**src/rtl/serial_subtractor_pkg.sv**
```systemverilog
// rtl/serial_subtractor_pkg.sv - shared types and constants for the bit-serial subtractor
// Purpose: FSM state encoding, default operand width and a counter-width helper.
// Ports: none (package).
package serial_subtractor_pkg;

  localparam int DEFAULT_WIDTH = 4;

  typedef enum logic {
    ST_IDLE = 1'b0,
    ST_RUN  = 1'b1
  } state_t;

  // Bits needed to count 0..v-1; never less than one so the counter always exists.
  function automatic int clog2(input int v);
    int r;
    r = 0;
    for (int i = 0; i < 32; i++) begin
      if ((1 << r) < v) r = r + 1;
    end
    return (r < 1) ? 1 : r;
  endfunction

endpackage

```
**src/rtl/serial_subtractor_sub_bit_cell.sv**
```systemverilog
// rtl/serial_subtractor_sub_bit_cell.sv - one-bit full adder cell
// Purpose: combinational full adder used one bit per clock by the serial datapath.
// Ports: a, b, cin (inputs, 1 bit); s (sum), cout (carry out).
module sub_bit_cell (
  input  logic a,
  input  logic b,
  input  logic cin,
  output logic s,
  output logic cout
);

  assign s    = a ^ b ^ cin;
  assign cout = (a & b) | (a & cin) | (b & cin);

endmodule

```
**src/rtl/serial_subtractor.sv**
```systemverilog
// rtl/serial_subtractor.sv - bit-serial two's-complement subtractor, LSB first
// Purpose: computes n1 - n2 one bit per clock as n1 + ~n2 + 1 through a single full adder.
// Ports: clk, reset (sync, active-high); start, n1, n2 (request and operands);
//        busy, done (handshake); result, bo (borrow), overflow (signed overflow).
import serial_subtractor_pkg::*;

module serial_subtractor #(
  parameter int WIDTH = DEFAULT_WIDTH
) (
  input  logic             clk,
  input  logic             reset,
  input  logic             start,
  input  logic [WIDTH-1:0] n1,
  input  logic [WIDTH-1:0] n2,
  output logic             busy,
  output logic             done,
  output logic [WIDTH-1:0] result,
  output logic             bo,
  output logic             overflow
);

  localparam int CW = clog2(WIDTH);

  state_t           state;
  state_t           state_next;
  logic [WIDTH-1:0] a_sh;
  logic [WIDTH-1:0] b_sh;
  logic [WIDTH-1:0] acc;
  logic [CW-1:0]    count;
  logic             carry;
  logic             a_msb;
  logic             b_msb;
  logic             b_inv;
  logic             s;
  logic             cout;
  logic             last;

  // Subtraction as addition of the inverted subtrahend; carry starts at 1.
  assign b_inv = ~b_sh[0];
  assign last  = (count == CW'(WIDTH - 1));
  assign busy  = (state == ST_RUN);

  sub_bit_cell u_cell (
    .a    (a_sh[0]),
    .b    (b_inv),
    .cin  (carry),
    .s    (s),
    .cout (cout)
  );

  always_comb begin
    state_next = state;
    case (state)
      ST_IDLE: if (start) state_next = ST_RUN;
      ST_RUN:  if (last)  state_next = ST_IDLE;
      default: state_next = ST_IDLE;
    endcase
  end

  always_ff @(posedge clk) begin
    if (reset) begin
      state    <= ST_IDLE;
      a_sh     <= '0;
      b_sh     <= '0;
      acc      <= '0;
      count    <= '0;
      carry    <= 1'b0;
      a_msb    <= 1'b0;
      b_msb    <= 1'b0;
      done     <= 1'b0;
      result   <= '0;
      bo       <= 1'b0;
      overflow <= 1'b0;
    end else begin
      state <= state_next;
      done  <= 1'b0;
      case (state)
        ST_IDLE: begin
          if (start) begin
            a_sh  <= n1;
            b_sh  <= n2;
            a_msb <= n1[WIDTH-1];
            b_msb <= n2[WIDTH-1];
            carry <= 1'b1;
            count <= '0;
          end
        end
        ST_RUN: begin
          a_sh  <= a_sh >> 1;
          b_sh  <= b_sh >> 1;
          acc   <= {s, acc[WIDTH-1:1]};
          carry <= cout;
          count <= count + 1'b1;
          if (last) begin
            // The bit just computed is the result MSB, so flags use s directly.
            count    <= '0;
            result   <= {s, acc[WIDTH-1:1]};
            bo       <= ~cout;
            overflow <= (a_msb != b_msb) && (s != a_msb);
            done     <= 1'b1;
          end
        end
        default: ;
      endcase
    end
  end

endmodule

```
**config.mk**
```make
export PLATFORM = sky130hd
export DESIGN_NAME = serial_subtractor
export DESIGN_NICKNAME = d
export VERILOG_FILES = /design/src/rtl/serial_subtractor_pkg.sv /design/src/rtl/serial_subtractor_sub_bit_cell.sv /design/src/rtl/serial_subtractor.sv
export SDC_FILE = /design/constraint.sdc
export NUM_CORES = 1
export LEC_CHECK = 0
export CORE_MARGIN = 2
export CORE_UTILIZATION = 30
export CTS_BUF_LIST = sky130_fd_sc_hd__clkbuf_8 sky130_fd_sc_hd__clkbuf_16
export CTS_CLUSTER_DIAMETER = 200
export DETAILED_ROUTE_END_ITERATION = 10
export GPL_TIMING_DRIVEN = 0
export MAX_ROUTING_LAYER = met4
export PLACE_DENSITY_LB_ADDON = 0.12
export SLEW_MARGIN = 25
export SYNTH_ARGS = -nofsm -noshare
export SYNTH_HDL_FRONTEND = slang
export SYNTH_SLANG_ARGS = --single-unit
```
**constraint.sdc**
```tcl
create_clock -name clk -period 3.1 [get_ports clk]
set_clock_uncertainty 0.2 [all_clocks]
set_input_delay 0.31 -clock clk [delete_from_list [all_inputs] [get_ports clk]]
set_output_delay 0.31 -clock clk [all_outputs]
set_load 0.02 [all_outputs]
```
# Word level (Yosys, flattened, before mapping)
# Index checks and enable logic that the tools add are counted.
# Widths: inputs -> output; s select.
[classes]
n_mux = 13
n_shift = 0
bitwise = 10
div_mod_pow = 0
eq_ne = 4
order_cmp = 0
mul = 0
add_sub_neg = 1
n_reduce_logical = 4
[op_table]
columns = ["operator", "n"]
rows = [
  ["$pmux 4 s2", 2],
  ["$mux 4", 2],
  ["$mux 1", 4],
  ["$mux 2", 2],
  ["$pmux 1 s2", 2],
  ["$pmux 2 s2", 1],
  ["$reduce_and 2->1", 2],
  ["$and 1x1->1", 3],
  ["$not 1->1", 3],
  ["$add 2x1->2 const B", 1],
  ["$eq 2x2->1 const B", 1],
  ["$ne 1x1->1", 2],
  ["$ne 2x2->1 const B", 1],
  ["$or 1x1->1", 2],
  ["$reduce_or 2->1", 1],
  ["$xor 1x1->1", 2],
  ["$logic_and 1x1->1", 1],
]
[word_totals]
latchBits = 0
output_inout_bits = 8
ram_bits = 0
romBits = 0
in_bits = 11
ff_bits = 25
n_memories = 0

# Longest topological paths before layout
[logic_depth]
depth_word = 5
ltp_mapped = 5
ltp_nobuf = 4

# Modules after synthesis
# Synthesis repeated with hierarchy kept, for this count alone.
[hier_totals]
hier_cells = 101
area_unflattened_um2 = 1009.7
[by_module_without_submodules]
columns = ["module", "cells_each", "seq_area_each_um2", "area_per_inst_um2", "n_inst"]
rows = [
  ["serial_subtractor", 100, 480.5, 989.7, 1],
  ["sub_bit_cell", 1, 0.0, 20.0, 1],
]

# Least setup slack after synthesis
# OpenSTA, ideal clock, no wires.
[synth_path]
kind = "reg2reg"
start = "register b_sh[0]"
end = "register overflow"
arrival_time_ns = 1.473
path_stages_with_launch = 5
setup_ns = 0.088
period_less_slack_ns = 1.762
path_buffers = 0
path_slack_ns = 1.338
path_cell_list = "dfxtp_1 > inv_1 > fa_1 > or3b_1 > a311oi_2"
[synth_via]
elab_chain_cells = 5
[synth_lines]
columns = ["item", "line", "text"]
rows = [
  ["from (decl)", "serial_subtractor.sv:27", "logic [WIDTH-1:0] b_sh;"],
  ["from (signal assigned)", "serial_subtractor.sv:81", "b_sh <= n2;"],
  ["from (signal assigned)", "serial_subtractor.sv:90", "b_sh <= b_sh >> 1;"],
  ["$not 1->1", "serial_subtractor.sv:39", "assign b_inv = ~b_sh[0];"],
  ["$xor 1x1->1 (2 in a row)", "serial_subtractor_sub_bit_cell.sv:12", "assign s = a ^ b ^ cin;"],
  ["named net s", "serial_subtractor.sv:34", "logic s;"],
  ["$ne 1x1->1", "serial_subtractor.sv:99", "overflow <= (a_msb != b_msb) && (s != a_msb);"],
  ["$logic_and 1x1->1", "serial_subtractor.sv:99", ""],
  ["to (signal assigned)", "serial_subtractor.sv:99", ""],
  ["to (decl)", "serial_subtractor.sv:19", "output logic overflow"],
]
# The timed path passes the listed nets, and every way through them passes these cells.
# A chain may end at the register's enable or synchronous reset.

# Final worst setup path
# Same ends and word-level chain as after synthesis.

==> summary.md <==
| Metric | Value |
|---|---|
| Top-count cell post-synth | dfxtp_1 |
| Core area | roughly 3100 um^2 |
| Setup Viol. Count Final | 0 |
| Antenna violations before repair | 0 |
| Clk buf depth | 2 |
| Worst EP required | 3.08 ns |
| CP Class | flip-flop to flip-flop |
| Period minus WS final | roughly 1.9 ns |
| Net count, final | about 140 |
| Synth Area in Adders | roughly 3.3% |
| Number of global-route vias before repair | roughly 690 |
| DP Wirelength | 1330 um |
| Area Overhead vs Synth | 27.7% |
| Reg clk slew, reported paths | 0.08 ns |
| Final period util | between 60% and 70% |
| Final Hold Violating Endpoints | 0 |
| Register area share after synthesis | 48.2% |
| Drt via density | 4.43 |
| CTS buffer count | 3 |
| Critical Path Start Type | flip-flop |
| Detailed Route Iter0 Violations | 23 |
| Synth area leader | dfxtp_1 |
| Relative slew slack | 68.4% |
| Mux cell area share after synthesis | 21.0% |
| Yosys reg bits | 24 |
| Port bufs | 18 |
| Netlist cell types | 23 |
| Drt pass-1 iters | 4 |
| Synth top cells by count | dfxtp_1, nor2_1, mux2i_1 |
| Total Routing Usage GR | 12.0% |
| Warning count from the yosys run | 0 |
| Pwr dens | 464 nW/um^2 |
| Pleak | 0.487 nW |
| Clock sink count | 24 |
| Total grt overflow | 0 |
| Vias | between 700 and 800 |
| Max-Cap Viols | 0 |
| Starting Density | about a third |
| Synth top area share | 48.2% |
| Status | completed |
| Final Max Slew Viols | 0 |
| Worst-skew pair later-pin latency | between 0.2 and 0.3 ns |
| Clock Root Buffer | clkbuf_8 |
| WL/cell | 11.2 um |
| Highest Clock Rate | between 0.5 and 0.6 GHz |
| Least-Margin Pin Slew | approximately 0.47 ns |
| HP Class | flip-flop to flip-flop |
| Row count | 20 |
| Proportion of layout cells with a drive suffix above 1 | 12.5% |
| CTS tree | done |
| Post-synth top flop | dfxtp_1 |
| Final WS setup | between 1 and 1.5 ns |
| Post-synthesis simple-gate area fraction | between 10% and 20% |
| RSZ-0062 raised after global routing | false |
| Die footprint | between 3000 and 4000 um^2 |
| Global placement routability congestion | a little under 0.7 |
| Post-synth EDFFs | 0 |
| H-tree levels | 1 |
| Crit end category | flip-flop |
| Synthesized area | 997 um^2 |
| Antenna Violating Nets Remaining | 0 |
| First-pass GRT wire length | 3170 um |
| Die extent in y | between 60 and 70 um |
| Worst-case vdd ir drop | approximately 0.24 mV |
| Largest family of logic cells by synthesized area | multiplexers |
| CP Data Arrival Time | 1.85 ns |
| Routed WL | 1830 um |
| Synth Area in Compound Gates | roughly 5.3% |
| Post-synth net total | between 100 and 150 |
| Post-Syn Area per Cell | between 10 and 15 um^2 |
| Ant. Diodes | 0 |
| DR DRC count | 0 |
| Total I/O pin count | 19 |
| Pin count of the biggest net entering global routing | 13 |
| Worst-path maximum fanout | 4 |
| CTS Hold Bufs | 0 |
| Die extent in x | a little over 60 um |
| Pre-CTS WS | roughly 1.2 ns |
| Post-synthesis xor/xnor area fraction | 0% |
| Cts repair resizes | 0 |
| Post-CTS Setup Repair Bufs | 0 |
| Setup tns final | 0 ns |
| Asr flop ratio synth | 0% |
| Mapped Cells | 99 |
| Synth area leaders | dfxtp_1, mux2i_1, nor2_1 |
==> where the power goes <==
part | total, mW | switching, mW | leakage, nW | internal [mW]
clock | 0.180 | 0.0933 | 0.0216 | 0.0868
sequential | 0.330 | 0.00824 | 0.196 | 0.322
combinational | 0.0808 | 0.0354 | 0.270 | 0.0454
==> per-stage QoR <==
stage	instance area (um^2)	util (%)	total power, mW	instances	hold WS (ns)
after floorplan	997	-	0.391	99	0.178
after global placement	1230	39.7	0.419	161	0.245
after detailed placement	1230	39.7	0.420	161	0.248
after CTS	1270	41.0	0.602	164	0.259
after global routing	1270	41.0	0.624	164	0.268
final	1270	41.0	0.591	164	0.257
==> cells by family (layout without fill, tap and decap cells) <==
logic type               after synthesis  after routing
AND/OR/NAND/NOR                       39             39
flip-flops                            24             24
multiplexers                          19             19
AO/OA/AOI/OAI                          8              8
buffers and inverters                  7             28
adder cells (fa/ha/maj)                2              2
==> routing by layer <==
| layer | vias up | global-route usage [%] | wire length, um |
|---|---|---|---|
| li1 | 379 | - | - |
| met1 | 335 | 14.9 | 897 |
| met2 | 11 | 19.1 | 853 |
| met3 | 2 | 3.78 | 70 |
| met4 | 0 | 2.74 | 7 |
| met5 | - | - | 0 |
==> worst max-delay path: stages (launching register included) <==
cell	delay, ns
dfxtp_1	0.33
inv_1	0.06
fa_1	0.54
or3b_1	0.38
a311oi_2	0.26
==> final timing paths <==
path	cells after the start	startpoint	slack [ns]	to
setup reg to reg	4	b_sh[0]	1.23	overflow
setup / recovery	4	b_sh[0]	1.23	overflow
hold reg to reg	2	result[3]	0.26	result[3]
hold / removal	2	result[3]	0.26	result[3]
==> registers in the layout (all words and copies together) (netlist names) <==
| register | count |
|---|---|
| carry | 1 |
| result | 4 |
| acc | 3 |
| done | 1 |
| overflow | 1 |
| b_sh | 4 |
| b_msb | 1 |
| a_msb | 1 |
| a_sh | 4 |
| bo | 1 |
| busy | 1 |
| count | 2 |
==> placed cells by master, fill, tap and decap left out <==
cell type,netlist,layout
mux2_4,3,3
inv_1,1,1
clkbuf_1,2,2
and2b_4,1,1
or3b_1,1,1
ha_1,1,1
buf_6,1,1
clkbuf_8,0,3
nor2_1,18,18
a21oi_1,6,6
a311oi_2,1,1
a211oi_1,1,1
buf_2,1,1
nor2b_1,1,1
fa_1,1,1
nor3b_1,2,2
dfxtp_1,24,24
and2_1,1,1
nor3_1,5,5
clkdlybuf4s50_1,0,18
mux2_2,3,3
nand3b_1,1,1
buf_4,2,2
nand2_1,9,9
mux2i_1,13,13
==> area by class of cell <==
class / count / area (um^2)
inverter: 1 / 3.75
fill: 332 / 1830
sequential: 24 / 480
clock buffer: 3 / 41.3
timing repair buffer: 18 / 180
tap: 44 / 55.1
multi-input combinational: 68 / 474
buffer: 6 / 38.8
Note: power is estimated with default switching activity, not from simulation.
